File: src/rtl/cpu_pkg.sv
// rtl/cpu_pkg.sv - shared CPU constants and the fetch/decode entry type
package cpu_pkg;

    localparam logic [15:0] NOP_INSTR = 16'h0800;
    localparam logic [4:0]  HALT_OP   = 5'b00000;
    localparam int          OP_MSB    = 15;
    localparam int          OP_LSB    = 11;

    typedef struct packed {
        logic [15:0] instr;
        logic [15:0] pc2;
    } fd_entry_t;

endpackage

File: src/rtl/fetch_decode_buf_if.sv
// rtl/fetch_decode_buf_if.sv - fetch/decode handshake bundle for the IF/ID buffer
interface fetch_decode_buf_if #(
    parameter int DEPTH = 2
);
    logic                     f_valid;
    logic [15:0]              f_instr;
    logic [15:0]              f_pc2;
    logic                     f_ready;
    logic                     d_valid;
    logic [15:0]              d_instr;
    logic [15:0]              d_pc2;
    logic                     d_ready;
    logic                     flush;
    logic                     halted;
    logic [$clog2(DEPTH):0]   count;

    modport master (
        output f_valid, f_instr, f_pc2, d_ready, flush,
        input  f_ready, d_valid, d_instr, d_pc2, halted, count
    );

    modport slave (
        input  f_valid, f_instr, f_pc2, d_ready, flush,
        output f_ready, d_valid, d_instr, d_pc2, halted, count
    );
endinterface

File: src/rtl/fd_buf_ctrl.sv
// rtl/fd_buf_ctrl.sv - pointer/occupancy/halt state and ready/valid generation
module fd_buf_ctrl #(
    parameter  int DEPTH = 2,
    localparam int PW    = $clog2(DEPTH),
    localparam int CW    = PW + 1
) (
    input  logic          clk,
    input  logic          rst,
    input  logic          f_valid,
    input  logic          f_is_halt,
    input  logic          d_ready,
    input  logic          flush,
    output logic          f_ready,
    output logic          d_valid,
    output logic          push,
    output logic [PW-1:0] wptr,
    output logic [PW-1:0] rptr,
    output logic [CW-1:0] count,
    output logic          halted
);
    localparam logic [CW-1:0] FULL = CW'(DEPTH);

    logic pop;

    // Ready/valid come only from registered state, so no path from d_ready/f_valid.
    assign f_ready = (count != FULL) & ~halted;
    assign d_valid = (count != '0);
    assign push    = f_valid & f_ready;
    assign pop     = d_valid & d_ready;

    always_ff @(posedge clk or negedge rst) begin
        if (!rst) begin
            wptr   <= '0;
            rptr   <= '0;
            count  <= '0;
            halted <= 1'b0;
        end else if (flush) begin
            wptr   <= '0;
            rptr   <= '0;
            count  <= '0;
            halted <= 1'b0;
        end else begin
            if (push) wptr <= wptr + PW'(1);
            if (pop)  rptr <= rptr + PW'(1);
            case ({push, pop})
                2'b10:   count <= count + CW'(1);
                2'b01:   count <= count - CW'(1);
                default: count <= count;
            endcase
            if (push && f_is_halt) halted <= 1'b1;
        end
    end
endmodule

File: src/rtl/fetch_decode_buf.sv
// rtl/fetch_decode_buf.sv - elastic IF/ID buffer: entry storage and head read mux
module fetch_decode_buf #(
    parameter int          DEPTH     = 2,
    parameter logic [15:0] NOP_INSTR = cpu_pkg::NOP_INSTR,
    parameter logic [4:0]  HALT_OP   = cpu_pkg::HALT_OP
) (
    input  logic                clk,
    input  logic                rst,
    fetch_decode_buf_if.slave   bus
);
    import cpu_pkg::*;

    localparam int PW = $clog2(DEPTH);

    fd_entry_t       mem [DEPTH];
    fd_entry_t       head;
    logic            push;
    logic            f_is_halt;
    logic [PW-1:0]   wptr;
    logic [PW-1:0]   rptr;

    assign f_is_halt = (bus.f_instr[OP_MSB:OP_LSB] == HALT_OP);

    fd_buf_ctrl #(.DEPTH(DEPTH)) u_ctrl (
        .clk       (clk),
        .rst       (rst),
        .f_valid   (bus.f_valid),
        .f_is_halt (f_is_halt),
        .d_ready   (bus.d_ready),
        .flush     (bus.flush),
        .f_ready   (bus.f_ready),
        .d_valid   (bus.d_valid),
        .push      (push),
        .wptr      (wptr),
        .rptr      (rptr),
        .count     (bus.count),
        .halted    (bus.halted)
    );

    // Storage is not reset; the head mux below hides stale contents when empty.
    always_ff @(posedge clk) begin
        if (push) mem[wptr] <= '{instr: bus.f_instr, pc2: bus.f_pc2};
    end

    assign head        = mem[rptr];
    assign bus.d_instr = bus.d_valid ? head.instr : NOP_INSTR;
    assign bus.d_pc2   = bus.d_valid ? head.pc2   : 16'h0000;
endmodule

File: src/flat_wrapper.sv
// flat-port wrapper written by rule: the top's interface ports become plain ports
module fetch_decode_buf_flat import cpu_pkg::*;
#(
    parameter int          DEPTH     = 2,
    parameter logic [15:0] NOP_INSTR = cpu_pkg::NOP_INSTR,
    parameter logic [4:0]  HALT_OP   = cpu_pkg::HALT_OP
)
  (clk, rst, bus_f_valid, bus_f_instr, bus_f_pc2, bus_d_ready, bus_flush, bus_f_ready, bus_d_valid, bus_d_instr, bus_d_pc2, bus_halted, bus_count);
  fetch_decode_buf_if #(.DEPTH(DEPTH)) bus_i ();
  input  logic clk;
  input  logic rst;
  input wire logic [$bits(bus_i.f_valid)-1:0] bus_f_valid;
  input wire logic [$bits(bus_i.f_instr)-1:0] bus_f_instr;
  input wire logic [$bits(bus_i.f_pc2)-1:0] bus_f_pc2;
  input wire logic [$bits(bus_i.d_ready)-1:0] bus_d_ready;
  input wire logic [$bits(bus_i.flush)-1:0] bus_flush;
  output wire logic [$bits(bus_i.f_ready)-1:0] bus_f_ready;
  output wire logic [$bits(bus_i.d_valid)-1:0] bus_d_valid;
  output wire logic [$bits(bus_i.d_instr)-1:0] bus_d_instr;
  output wire logic [$bits(bus_i.d_pc2)-1:0] bus_d_pc2;
  output wire logic [$bits(bus_i.halted)-1:0] bus_halted;
  output wire logic [$bits(bus_i.count)-1:0] bus_count;
  assign bus_i.f_valid = bus_f_valid;
  assign bus_i.f_instr = bus_f_instr;
  assign bus_i.f_pc2 = bus_f_pc2;
  assign bus_i.d_ready = bus_d_ready;
  assign bus_i.flush = bus_flush;
  assign bus_f_ready = bus_i.f_ready;
  assign bus_d_valid = bus_i.d_valid;
  assign bus_d_instr = bus_i.d_instr;
  assign bus_d_pc2 = bus_i.d_pc2;
  assign bus_halted = bus_i.halted;
  assign bus_count = bus_i.count;
  fetch_decode_buf #(.DEPTH(DEPTH), .NOP_INSTR(NOP_INSTR), .HALT_OP(HALT_OP)) u_core (.clk(clk), .rst(rst), .bus(bus_i));
endmodule
File: config.mk
export PLATFORM = sky130hd
export DESIGN_NAME = fetch_decode_buf_flat
export DESIGN_NICKNAME = d
export VERILOG_FILES = /design/src/rtl/cpu_pkg.sv /design/src/rtl/fetch_decode_buf_if.sv /design/src/rtl/fd_buf_ctrl.sv /design/src/rtl/fetch_decode_buf.sv /design/src/flat_wrapper.sv
export SDC_FILE = /design/constraint.sdc
export NUM_CORES = 1
export LEC_CHECK = 0
export CORE_MARGIN = 5
export CORE_UTILIZATION = 40
export DETAILED_ROUTE_END_ITERATION = 16
export GPL_ROUTABILITY_DRIVEN = 0
export MAX_ROUTING_LAYER = met4
export PLACE_DENSITY_LB_ADDON = 0.3
export REMOVE_ABC_BUFFERS = 1
export SLEW_MARGIN = 10
export SYNTH_ARGS = -nofsm -noshare
export SYNTH_HDL_FRONTEND = slang
export SYNTH_SLANG_ARGS = --single-unit
File: constraint.sdc
create_clock -name clk -period 7.63 [get_ports clk]
set_clock_uncertainty 0.05 [all_clocks]
set_input_delay 1.526 -clock clk [delete_from_list [all_inputs] [get_ports clk]]
set_output_delay 1.526 -clock clk [all_outputs]
set_load 0.05 [all_outputs]
---- After elaboration in Yosys (flattened, before gate mapping) ----
Memories as Yosys holds them, arrays and structs flattened.
Cells that the tools add are included.
word-level totals
  register bits after elaboration ......... 5
  RAM bits ................................ 64
  input port bits ......................... 37
  output and inout bits ................... 37
  word-level logic and storage cells ...... 35
  memories kept ........................... 1
memory list
  memory      words  bits a word  rd ports  clocked after Yosys merged registers in  write ports  RTL line                text
  u_core.mem  2      32           1         0                                        1            fetch_decode_buf.sv:15  fd_entry_t mem [DEPTH];
cells by class
  add/subtract/negate cells ............... 4
  equality and inequality tests ........... 3
  multiplexer cells ....................... 12
  bitwise gates (word level) .............. 4
  reductions and logical operators ........ 7
operator list
  cell                                                                number
  16-bit two-way mux                                                  2
  1-bit two-way mux                                                   8
  2-bit nonzero test                                                  4
  5-bit zero test                                                     1
  2-bit one-hot mux with 2 select lines                               1
  1-bit bitwise AND                                                   3
  3-bit nonzero test                                                  1
  1-bit adder, second input constant                                  2
  2-bit by 1-bit adder with 2-bit output, second input constant       1
  2-bit by 1-bit == test with 1-bit output, second input constant     1
  2-bit == test, second input constant                                1
  2-bit two-way mux                                                   1
  2-bit != test, second input constant                                1
  2-bit by 1-bit subtractor with 2-bit output, second input constant  1
  1-bit logical AND                                                   1
  1-bit NOT                                                           1

---- Longest topological paths before layout ----
  word-level depth ........................ 6
  gate-level depth with buffers ........... 4
  mapped depth without buffers ............ 3

---- By module ----
Synthesis repeated with hierarchy kept, for this count alone.
second synthesis, totals
  cells, all modules ...................... 166
  area, all modules ....................... 2785.2 µm²
modules (own cells, without submodules)
  module            times used  cells each  area each (µm²)
  fetch_decode_buf  1           139         2516.2
  fd_buf_ctrl       1           27          269.0

---- Least setup slack after synthesis ----
OpenSTA, ideal clock, no wires.
  kind .................................... input -> register
  start ................................... input bus_f_valid
  end ..................................... memory u_core.mem[1][0] (netlist bit) (enable)
  arrival time ............................ 4.189 ns
  setup slack ............................. 2.924 ns
  cell stages on the path ................. 2
  buffers on the path ..................... 0
  cell sequence ........................... or2b_4 -> nor3b_1
on the way
  word-level cells in the longest chain between the ends .. 3
ends and longest elaborated chain
  element                                  RTL line                text
  start: declaration                       flat_wrapper.sv:12      input wire logic [$bits(bus_i.f_valid)-1:0] bus_f_valid;
  1-bit bitwise AND                        fd_buf_ctrl.sv:28       assign push = f_valid & f_ready;
  1-bit two-way mux                        fetch_decode_buf.sv:42  if (push) mem[wptr] <= '{instr: bus.f_instr, pc2: bus.f_pc2};
  1-bit two-way mux (implied by the code)  fetch_decode_buf.sv:42
  end: declaration                         fetch_decode_buf.sv:15
Every way passes these cells.

---- Final worst setup path ----
  start ................................... register u_core.u_ctrl.rptr
  end ..................................... output bus_d_instr[12]
on the way
  word-level cells in the longest chain between the ends .. 2
ends and longest elaborated chain
  element                   RTL line                text
  start: declaration        fd_buf_ctrl.sv:17       output logic [PW-1:0] rptr,
  start signal: assignment  fd_buf_ctrl.sv:44       if (pop) rptr <= rptr + PW'(1);
  memory read 2 x 32 bit    --
  16-bit two-way mux        fetch_decode_buf.sv:46  assign bus.d_instr = bus.d_valid ? head.instr : NOP_INSTR;
  end: declaration          flat_wrapper.sv:19      output wire logic [$bits(bus_i.d_instr)-1:0] bus_d_instr;
Every way passes these cells.

==> summary.md <==
| Metric | Value |
|---|---|
| Hold endpoint | u_core.u_ctrl.wptr |
| Post CTS Setup Buffer Count | 0 |
| Worst path top cell family by delay | flip-flops |
| Hold-fix buffers at CTS | 0 |
| Fin cells | 329 |
| Layout cells sized above 1 | approximately 10% |
| Footprint of the multi-input gates | 609 µm² |
| Detailed Route WL | 4900 µm |
| Max Slew Vio Count | 0 |
| Total gr overflow | 0 |
| Lkg Pwr | 1.26 nW |
| # DRC | 0 |
| RSZ-0062 raised after global routing | false |
| Final nets | about 280 |
| TNS Setup | 0 ns |
| Worst EP arrival | around 2.5 ns |
| Largest net degree at the start of global routing | 34 |
| H-Tree Depth | 3 |
| Pwr Total | just under 0.0009 W |
| FF+latch count, synth | 69 |
| Worst R2R Path Depth | 3 |
| Final hold slack | roughly 0.53 ns |
| Count leader, synth | edfxtp_1 |
| Crit share post-route | 54.0% |
| Die area | roughly 0.0085 mm² |
| Die height | a little over 90 µm |
| CP Capture Type | output pin |
| CTS Sinks | 69 |
| Worst R2R Setup Slack | between 5 and 6 ns |
| Hold Crit Class | register to register |
| Highest clock rate | between 0.2 and 0.25 GHz |
| Mapped Cells | roughly 170 |
| First-pass GRT wire length | about 7600 µm |
| I/O Buffers | 73 |
| Layer with the highest usage | met2 |
| Crit path launch | u_core.u_ctrl.rptr |
| Post-DR wirelength/cell | 14.9 µm |
| Dominant cells by area after synthesis | edfxtp_1, mux2i_1, nor2_1 |
| Area Overhead vs Synth | 37.4% |
| Max-Cap Viols | 0 |
| Via count | between 1.5k and 2k |
| Starting Density | about two fifths |
| Core Area | ~0.0067 mm² |
| Setup Viol. Count Final | 0 |
| Crit path cell chain | mux2i_1 -> nor2_1 -> clkdlybuf4s50_1 |
| Overall Global Routing Usage | roughly an eighth |
| Initial antenna violation count | 0 |
| Number of global-route vias before repair | around 1.5k |
| FF-to-FF End | u_core.mem[1][9] |
| Synth top area share | between 70% and 80% |
| CP Max Fanout | 33 |
| Yosys top cell by area | edfxtp_1 |
| Main synth FF type | edfxtp_1 |
| Final hold violation count | 0 |
| PD cells | between 200 and 250 mW/mm² |
| Worst path bufs/invs | 1 |
| Actual transition at the worst max-transition pin | 0.981 ns |
| Distinct cells, synth | 22 |
| Met1 Use GR | 14.9% |
| Pre-antenna DRT Iters | 4 |
| Cell chosen for the clock root | clkbuf_8 |
| Vias per cell | about 4.7 |
| CP peak stage delay | roughly 1 ns |
| Met2 GRT Util | around 18% |
| Hold-critical path depth | 2 |
| Hold path start | u_core.u_ctrl.wptr |
| Yosys warning count | 0 |
| Die X | between 90 and 100 µm |
| EDFF count, synth | 64 |
| Critical path's slowest cell | dfrtp_2 |
| Worst setup path class | register to output pin |
| Worst-path clk slew | ~0.07 ns |
| Final min period | about 4.1 ns |
| Ports | 74 |
| Placed insts | 313 |
| Synth top cells by count | edfxtp_1, mux2i_1, nor2_1, dfrtp_1, buf_2 |
| Crit path launch type | register |
| Remaining antenna violation count | 0 |
| WP data required | between 6 and 7 ns |
| Status | complete, no violations |
| Fill count | roughly 570 |
| Mean Syn Cell Area | 16.4 µm² |
| Synthesized cell area | approximately 0.0027 mm² |
| Post-synthesis sequential area ratio | 75.7% |
| Initial DRC Count | 94 |
| Met3 usage | ~4% |
| Max Root-Sink Buffers | 2 |
| Antenna Diode Count | 0 |
| Slew HR | between 30% and 40% |
| Post-CTS sizing | 0 |
| Row cnt | 30 |
| Reg2reg start | u_core.u_ctrl.count[1] |
| Clk_lat worst skew | approximately 0.32 ns |
| FFs w/ async S/R, synth | between 7 and 8% |
| Detailed placement HPWL | between 3000 and 4000 µm |
| Sequential Area | around 0.002 mm² |
| Peak supply drop | around 0.00012 V |
| CTS Buf Count | 9 |
| TritonCTS clock tree | done |
stage by stage:
stage	util (%)	area, µm²	setup WS (ns)
4_1_cts	55.6	3710	3.46
3_3_place_gp	52.7	3520	3.69
3_5_place_dp	52.7	3520	3.69
6_report	55.6	3710	3.51
2_1_floorplan	-	2660	2.92
5_1_grt	55.6	3710	3.37
layer usage:
metal / part of all wire [%] / up-vias
met2: 47 / 55
met1: 46 / 722
li1: - / 764
met4: 1.6 / 0
met3: 5.6 / 9
met5: 0 / -
worst max path at each step:
stage / endpoint / slack [ns] / depth (start not counted)
floorplan: u_core.mem[1][0] / 2.92 / 2
global placement: u_core.mem[1][21] / 3.69 / 4
detailed placement: u_core.mem[1][30] / 3.69 / 4
CTS: bus_d_instr[12] / 3.46 / 3
global route: bus_d_instr[12] / 3.37 / 3
finish: bus_d_instr[12] / 3.51 / 3
cell usage in the layout, fill, tap and decap left out:
master,Yosys,layout
clkinv_4,0,1
or3_1,1,1
nor2b_1,1,1
clkbuf_8,0,9
nor2_1,34,33
mux2i_1,34,34
inv_1,3,3
buf_4,0,3
nor2_2,0,1
nor3b_2,0,1
clkinvlp_4,0,2
edfxtp_1,64,64
o211ai_1,1,1
bufinv_16,0,1
or2b_4,1,1
or4_1,1,1
o21ai_0,2,2
dfrtp_2,0,1
o32ai_2,1,1
nand2_1,1,1
dfrtp_1,5,4
a21oi_1,2,2
clkinv_2,0,2
o21bai_1,2,2
clkbuf_1,3,1
or3_4,1,1
and4bb_2,1,1
xor2_1,1,1
clkdlybuf4s50_1,0,73
area by class of cell:
class | instances | share of cell area [%]
clock buffer | 10 | 3.44
sequential | 69 | 55.2
inverter | 3 | 0.303
clock inverter | 6 | 1.72
timing repair buffer | 76 | 20.3
tap | 80 | 2.70
multi-input combinational | 85 | 16.4
logic make-up after synthesis:
family | after synthesis | share of synthesized area, %
simple gates | 42 | 7.18
flops | 69 | 75.7
buf+inv | 11 | 1.99
mux | 34 | 12.6
xor+xnor | 1 | 0.324
compound gates | 8 | 2.18
sequential cells by signal, summed over array words and instances (netlist names):
name,flops
u_core.mem,64
u_core.u_ctrl.count,2
u_core.u_ctrl.halted,1
u_core.u_ctrl.rptr,1
u_core.u_ctrl.wptr,1
worst register-to-register path, cell delays in order, from the launching register on:
cell and delay, ns:
dfrtp_1 0.44, nor2b_1 0.24, nor3b_2 0.84, buf_4 0.43
where the power goes:
group | total, W | internal, W | switching [W] | leakage (nW)
clock network | 0.000276 | 0.000150 | 0.000125 | 0.0923
registers | 0.000451 | 0.000438 | 0.0000128 | 0.665
logic | 0.000151 | 0.0000600 | 0.0000909 | 0.500
No activity file was read; power rests on OpenSTA's default activity.
